### src/rtl/axi_adc_jesd204_pn_pkg.sv
// Shared definitions for the JESD204 ADC PN checker.
// Holds the PN select encodings, the polynomial taps, the lock FSM state type
// and the serial PN next-bit function.
// History convention: the newest bit is at bit 0, so bit k-1 holds the bit from k steps ago.
package axi_adc_jesd204_pn_pkg;

   localparam int unsigned PN_HIST_W = 32;
   localparam int unsigned PN_SEL_W  = 4;

   localparam logic [PN_SEL_W-1:0] PN_SEL_PN9  = 4'd0;
   localparam logic [PN_SEL_W-1:0] PN_SEL_PN23 = 4'd1;
   localparam logic [PN_SEL_W-1:0] PN_SEL_PN7  = 4'd2;
   localparam logic [PN_SEL_W-1:0] PN_SEL_PN15 = 4'd3;
   localparam logic [PN_SEL_W-1:0] PN_SEL_PN31 = 4'd4;

   // Polynomial x^HI + x^LO + 1, so b[t] = b[t-HI] ^ b[t-LO]
   localparam int unsigned PN7_TAP_HI  = 7;
   localparam int unsigned PN7_TAP_LO  = 6;
   localparam int unsigned PN9_TAP_HI  = 9;
   localparam int unsigned PN9_TAP_LO  = 5;
   localparam int unsigned PN15_TAP_HI = 15;
   localparam int unsigned PN15_TAP_LO = 14;
   localparam int unsigned PN23_TAP_HI = 23;
   localparam int unsigned PN23_TAP_LO = 18;
   localparam int unsigned PN31_TAP_HI = 31;
   localparam int unsigned PN31_TAP_LO = 28;

   typedef enum logic {
      OOS    = 1'b0,
      LOCKED = 1'b1
   } pn_state_e;

   // Only encodings 0..4 select a sequence
   function automatic logic pn_sel_valid(input logic [PN_SEL_W-1:0] sel);
      return (sel <= PN_SEL_PN31);
   endfunction

   // Next sequence bit for the given history; reserved selects produce 0
   function automatic logic pn_next_bit(input logic [PN_HIST_W-1:0] history,
                                        input logic [PN_SEL_W-1:0]  sel);
      logic nb;
      nb = 1'b0;
      case (sel)
         PN_SEL_PN7:  nb = history[PN7_TAP_HI-1]  ^ history[PN7_TAP_LO-1];
         PN_SEL_PN9:  nb = history[PN9_TAP_HI-1]  ^ history[PN9_TAP_LO-1];
         PN_SEL_PN15: nb = history[PN15_TAP_HI-1] ^ history[PN15_TAP_LO-1];
         PN_SEL_PN23: nb = history[PN23_TAP_HI-1] ^ history[PN23_TAP_LO-1];
         PN_SEL_PN31: nb = history[PN31_TAP_HI-1] ^ history[PN31_TAP_LO-1];
         default:     nb = 1'b0;
      endcase
      return nb;
   endfunction

endpackage

### src/rtl/axi_adc_jesd204_pn_gen.sv
// Combinational expected-beat generator.
// Ports:
//   history_i     32-bit PN history, newest bit at bit 0
//   sel_i         PN sequence select
//   expected_o_c  next beat in sample layout (sample 0 low, each sample MSB first in time)
//   hist_next_o_c history after the generated bits were shifted in
module axi_adc_jesd204_pn_gen
   import axi_adc_jesd204_pn_pkg::*;
#(
   parameter int unsigned CHANNEL_WIDTH   = 14,
   parameter int unsigned DATA_PATH_WIDTH = 2
) (
   input  logic [PN_HIST_W-1:0]                      history_i,
   input  logic [PN_SEL_W-1:0]                       sel_i,
   output logic [CHANNEL_WIDTH*DATA_PATH_WIDTH-1:0]  expected_o_c,
   output logic [PN_HIST_W-1:0]                      hist_next_o_c
);

   localparam int unsigned W = CHANNEL_WIDTH * DATA_PATH_WIDTH;

   logic [PN_HIST_W-1:0] hist;
   logic [W-1:0]         time_bits;
   logic                 nb;

   // Serial unroll: the first generated bit ends up at time_bits[W-1]
   always_comb begin
      hist      = history_i;
      time_bits = '0;
      nb        = 1'b0;
      for (int unsigned t = 0; t < W; t++) begin
         nb        = pn_next_bit(hist, sel_i);
         hist      = {hist[PN_HIST_W-2:0], nb};
         time_bits = W'({time_bits, nb});
      end
   end

   assign hist_next_o_c = hist;

   // Time order to sample layout: sample 0 takes the earliest bits
   for (genvar n = 0; n < DATA_PATH_WIDTH; n++) begin : g_smp
      assign expected_o_c[n*CHANNEL_WIDTH +: CHANNEL_WIDTH] =
         time_bits[W-1-n*CHANNEL_WIDTH -: CHANNEL_WIDTH];
   end

endmodule

### config.mk
export PLATFORM = sky130hd
export DESIGN_NAME = axi_adc_jesd204_pn_gen
export DESIGN_NICKNAME = d
export VERILOG_FILES = /design/src/rtl/axi_adc_jesd204_pn_pkg.sv /design/src/rtl/axi_adc_jesd204_pn_gen.sv
export SDC_FILE = /design/constraint.sdc
export NUM_CORES = 1
export LEC_CHECK = 0
export ABC_AREA = 1
export CAP_MARGIN = 20
export CORE_ASPECT_RATIO = 0.5
export CORE_MARGIN = 4
export CORE_UTILIZATION = 40
export DETAILED_ROUTE_END_ITERATION = 16
export PLACE_DENSITY_LB_ADDON = 0.2
export SLEW_MARGIN = 10
export SYNTH_ARGS = -nofsm -noshare
export SYNTH_HDL_FRONTEND = slang
export SYNTH_SLANG_ARGS = --single-unit
export TNS_END_PERCENT = 50
### constraint.sdc
create_clock -name vclk -period 3.7
set_input_delay 0.555 -clock vclk [all_inputs]
set_output_delay 0.555 -clock vclk [all_outputs]
set_load 0.01 [all_outputs]
==> summary.md <==
| Metric | Value |
|---|---|
| Placed Cells incl. Taps | a little under 900 |
| Maximum number of pins on one net before global-route repair | 21 |
| Area delta synth->final | 98.45% |
| Cell-internal power | 0.3939 mW |
| Most used standard cells in the synthesized netlist | sky130_fd_sc_hd__nand2_1 (183), sky130_fd_sc_hd__inv_1 (53), sky130_fd_sc_hd__nand3_1 (51) |
| Number of cells on the worst hold path | 3 |
| Endpoint type of the worst setup path | output port |
| Cell type with the largest total area after synthesis | sky130_fd_sc_hd__nand2_1 |
| Ports placed on the boundary | 96 |
| Critical path startpoint category | primary input |
| Worst-case hold slack | 1.801 ns |
| Sequential cell count of the final layout | 0 |
| Required arrival time at the worst endpoint | between 3 and 4 ns |
| Max-cap violations | 0 |
| Net count after synthesis | 620 |
| Final instance area | roughly 6400 µm² |
| Cell-by-cell trace of the critical path | clkdlybuf4s15_2 > buf_4 > nand2_1 > nand2_1 > nand2_2 > nand3_2 > nor2_4 > nand2_2 > nand3_4 > nand2_4 > nor2_4 > nand2_2 > nand3_2 > nand3_2 > inv_2 > nand2_4 > inv_1 > nand3_1 > nand3_2 > nand4_1 > nand3_1 > nand3_2 > buf_2 |
| Number of global-route vias before repair | approximately 4.3k |
| Share of power burned in the clock network | 0% |
| Max Transition Viols Final | 0 |
| Setup repair after global routing missed its margin | true |
| Hold Fails Final Rpt | 0 |
| Global route total overflow | 0 |
| Routability cong. | about 1 |
| Cell family with the largest share of critical-path delay | simple AND/OR/NAND/NOR gates |
| Register area share after synthesis | 0% |
| CP dominant cell by count | sky130_fd_sc_hd__nand3_2 |
| LEAKAGE | 3.458 nW |
| Final ANT Viol Nets | 0 |
| Wire length of the first global-routing pass | 22790 µm |
| Synthesis warning total | 0 |
| Type of the worst setup path | in2out |
| Area share of the largest cell type after synthesis | 21.22% |
| Fraction of power consumed by sequential logic | 0% |
| Met2 global-route usage | ~50% |
| Final HPWL DP | 11670 µm |
| Initial cell density of the core | 42.61% |
| Overall power of the completed layout | between 0.8 and 0.9 mW |
| Most repeated cell in the gate-level netlist after synthesis | sky130_fd_sc_hd__nand2_1 |
| Height of the chip | 71.61 µm |
| Ant. Diodes | 0 |
| DR DRC count | 0 |
| Worst slew pin tran | 0.4581 ns |
| Final core utilization | 84.55% |
| Avg Cell Area, Syn | 5.543 µm² |
| Number of nets at the end of the flow | 871 |
| Number of non-filler instances in the completed layout | between 900 and 1k |
| Average wire per cell in the routed design | 19.33 µm |
| Largest cells by area after synthesis | sky130_fd_sc_hd__nand2_1 (21%), sky130_fd_sc_hd__nand3_2 (9.9%), sky130_fd_sc_hd__nand3_1 (7.9%) |
| CP max-delay cell | sky130_fd_sc_hd__clkdlybuf4s15_2 |
| GRT Max-Usage Layer | met2 |
| Met1 Usage GRT | 40.69% |
| Switching share of total power | 53.34% |
| Detailed Route Iter0 Violations | between 600 and 700 |
| Area of the die | a little under 10000 µm² |
| Violated checks | negative setup slack |
| Worst Path Buf+Inv | 5 |
| GR met3 Demand/Resource | 2.244% |
| Max frequency | 252.8 MHz |
| Core region area | around 7600 µm² |
| Arrival time of data at the critical path endpoint | 3.40 ns |
| Critical Path Max Stage Delay | 0.23 ns |
| Number of hold-repair buffers added at the cts stage | 0 |
| Max VDD drop | around 0.000077 V |
| Worst-case setup margin in the final layout | -0.2558 ns |
| Number of gates on the worst path with buffers counted | 23 |
| Antenna violations before repair | 0 |
| Area of all sequential standard cells | 0 µm² |
| Share of the clock period used by the worst path after layout | 106.9% |
| Setup violation total in the final timing report | 18 |
| Crit path time final | 3.956 ns |
| Port Buffer Count | 95 |
| Library cells used by synthesis | 44 |
| Outcome | complete, but fails checks |
| Multi-input logic area | 3496 µm² |
| Post-synthesis cell count | 584 |
| Ratio of cells with drive above 1 in the final layout | between 50% and 60% |
| Total Wirelength | 18190 µm |
| Worst Hold Class | in2out |
| Clock buffer cells | 0 |
| Total cell area at the placement stage | 5066 µm² |
| Critical Path Fanout Max | 5 |
| Power share of the combinational group | 100.0% |
| Net load switching power | 0.4503 mW |
| Routed via count | 5327 |
| Layout fillers | between 400 and 500 |
| Mapped cell area | 3237 µm² |
| Die X | 135.2 µm |
| Total iterations of the first detailed-routing run | 7 |
| Global-route total usage across every layer | 29.09% |
| Per-cell via count in the routed design | ~5.7 |
| Relative max-transition margin | between 60 and 70% |
| Rows | 22 |
| Pwr dens | 131.4 nW/µm² |
[routing by layer]
| layer | vias up | part of all wire [%] |
|---|---|---|
| met3 | 140 | 11 |
| met5 | - | 0 |
| met4 | 0 | 6.2 |
| met1 | 2399 | 39 |
| li1 | 2356 | - |
| met2 | 432 | 43 |
[through the flow]
stage	TNS [ns]	setup WS, ns
2_1_floorplan	0	0.1803
3_5_place_dp	-23.38	-1.037
5_1_grt	-3.802	-0.3189
3_3_place_gp	-22.69	-1.010
4_1_cts	0	0.0005027
6_report	-2.447	-0.2558
[cell families (layout without fill, tap and decap cells)]
family,Yosys count,count (layout),share of synthesized area [%]
AND/OR/NAND/NOR,359,359,59.34
buffers and inverters,126,375,19.79
AO/OA/AOI/OAI,66,66,11.94
XOR/XNOR,33,33,8.929
[power by group through the flow]
stage               sequential, mW  combinational, mW  clock, mW
floorplan                        0              0.324          0
global route                     0              0.884          0
finish                           0              0.844          0
detailed placement               0              0.637          0
CTS                              0              0.707          0
global placement                 0              0.633          0
[placed cells by master (no fill, tap or decap), types with 3 or more instances in the layout]
| cell | instances |
|---|---|
| sky130_fd_sc_hd__xor2_1 | 13 |
| sky130_fd_sc_hd__inv_2 | 20 |
| sky130_fd_sc_hd__nand2_2 | 47 |
| sky130_fd_sc_hd__xnor2_1 | 13 |
| sky130_fd_sc_hd__nand3_4 | 34 |
| sky130_fd_sc_hd__clkdlybuf4s15_1 | 4 |
| sky130_fd_sc_hd__o21ai_1 | 5 |
| sky130_fd_sc_hd__nand3_2 | 27 |
| sky130_fd_sc_hd__clkbuf_2 | 16 |
| sky130_fd_sc_hd__dlygate4sd2_1 | 18 |
| sky130_fd_sc_hd__buf_4 | 185 |
| sky130_fd_sc_hd__nand3_1 | 28 |
| sky130_fd_sc_hd__nor2_2 | 9 |
| sky130_fd_sc_hd__inv_1 | 40 |
| sky130_fd_sc_hd__a21oi_2 | 8 |
| sky130_fd_sc_hd__dlymetal6s2s_1 | 4 |
| sky130_fd_sc_hd__a21oi_1 | 19 |
| sky130_fd_sc_hd__o21ai_2 | 3 |
| sky130_fd_sc_hd__nand4_1 | 14 |
| sky130_fd_sc_hd__o211ai_1 | 4 |
| sky130_fd_sc_hd__o21ai_0 | 14 |
| sky130_fd_sc_hd__nand2_4 | 28 |
| sky130_fd_sc_hd__inv_4 | 5 |
| sky130_fd_sc_hd__nand2_1 | 117 |
| sky130_fd_sc_hd__nor2_4 | 20 |
| sky130_fd_sc_hd__a32oi_1 | 3 |
| sky130_fd_sc_hd__buf_6 | 30 |
| sky130_fd_sc_hd__clkdlybuf4s50_1 | 34 |
| sky130_fd_sc_hd__buf_2 | 13 |
| sky130_fd_sc_hd__nor2_1 | 22 |
| sky130_fd_sc_hd__xor2_2 | 3 |
[final timing paths]
kind,startpoint,end,slack [ns]
worst max-delay path,history_i[1],hist_next_o_c[0],-0.26
worst min-delay path,history_i[3],hist_next_o_c[31],1.80
[timing repair]
item	4_1_cts	5_1_grt
gates resized for setup	236	179
setup endpoints to repair	36	28
pin swaps	77	91
buffers inserted	38	25
[cell type report]
class	count	share of cell area, %
Multi-Input combinational cell	458	54.42
Tap cell	108	2.104
Inverter	68	4.383
Timing Repair Buffer	307	39.09
(Power assumes the default switching activity.)
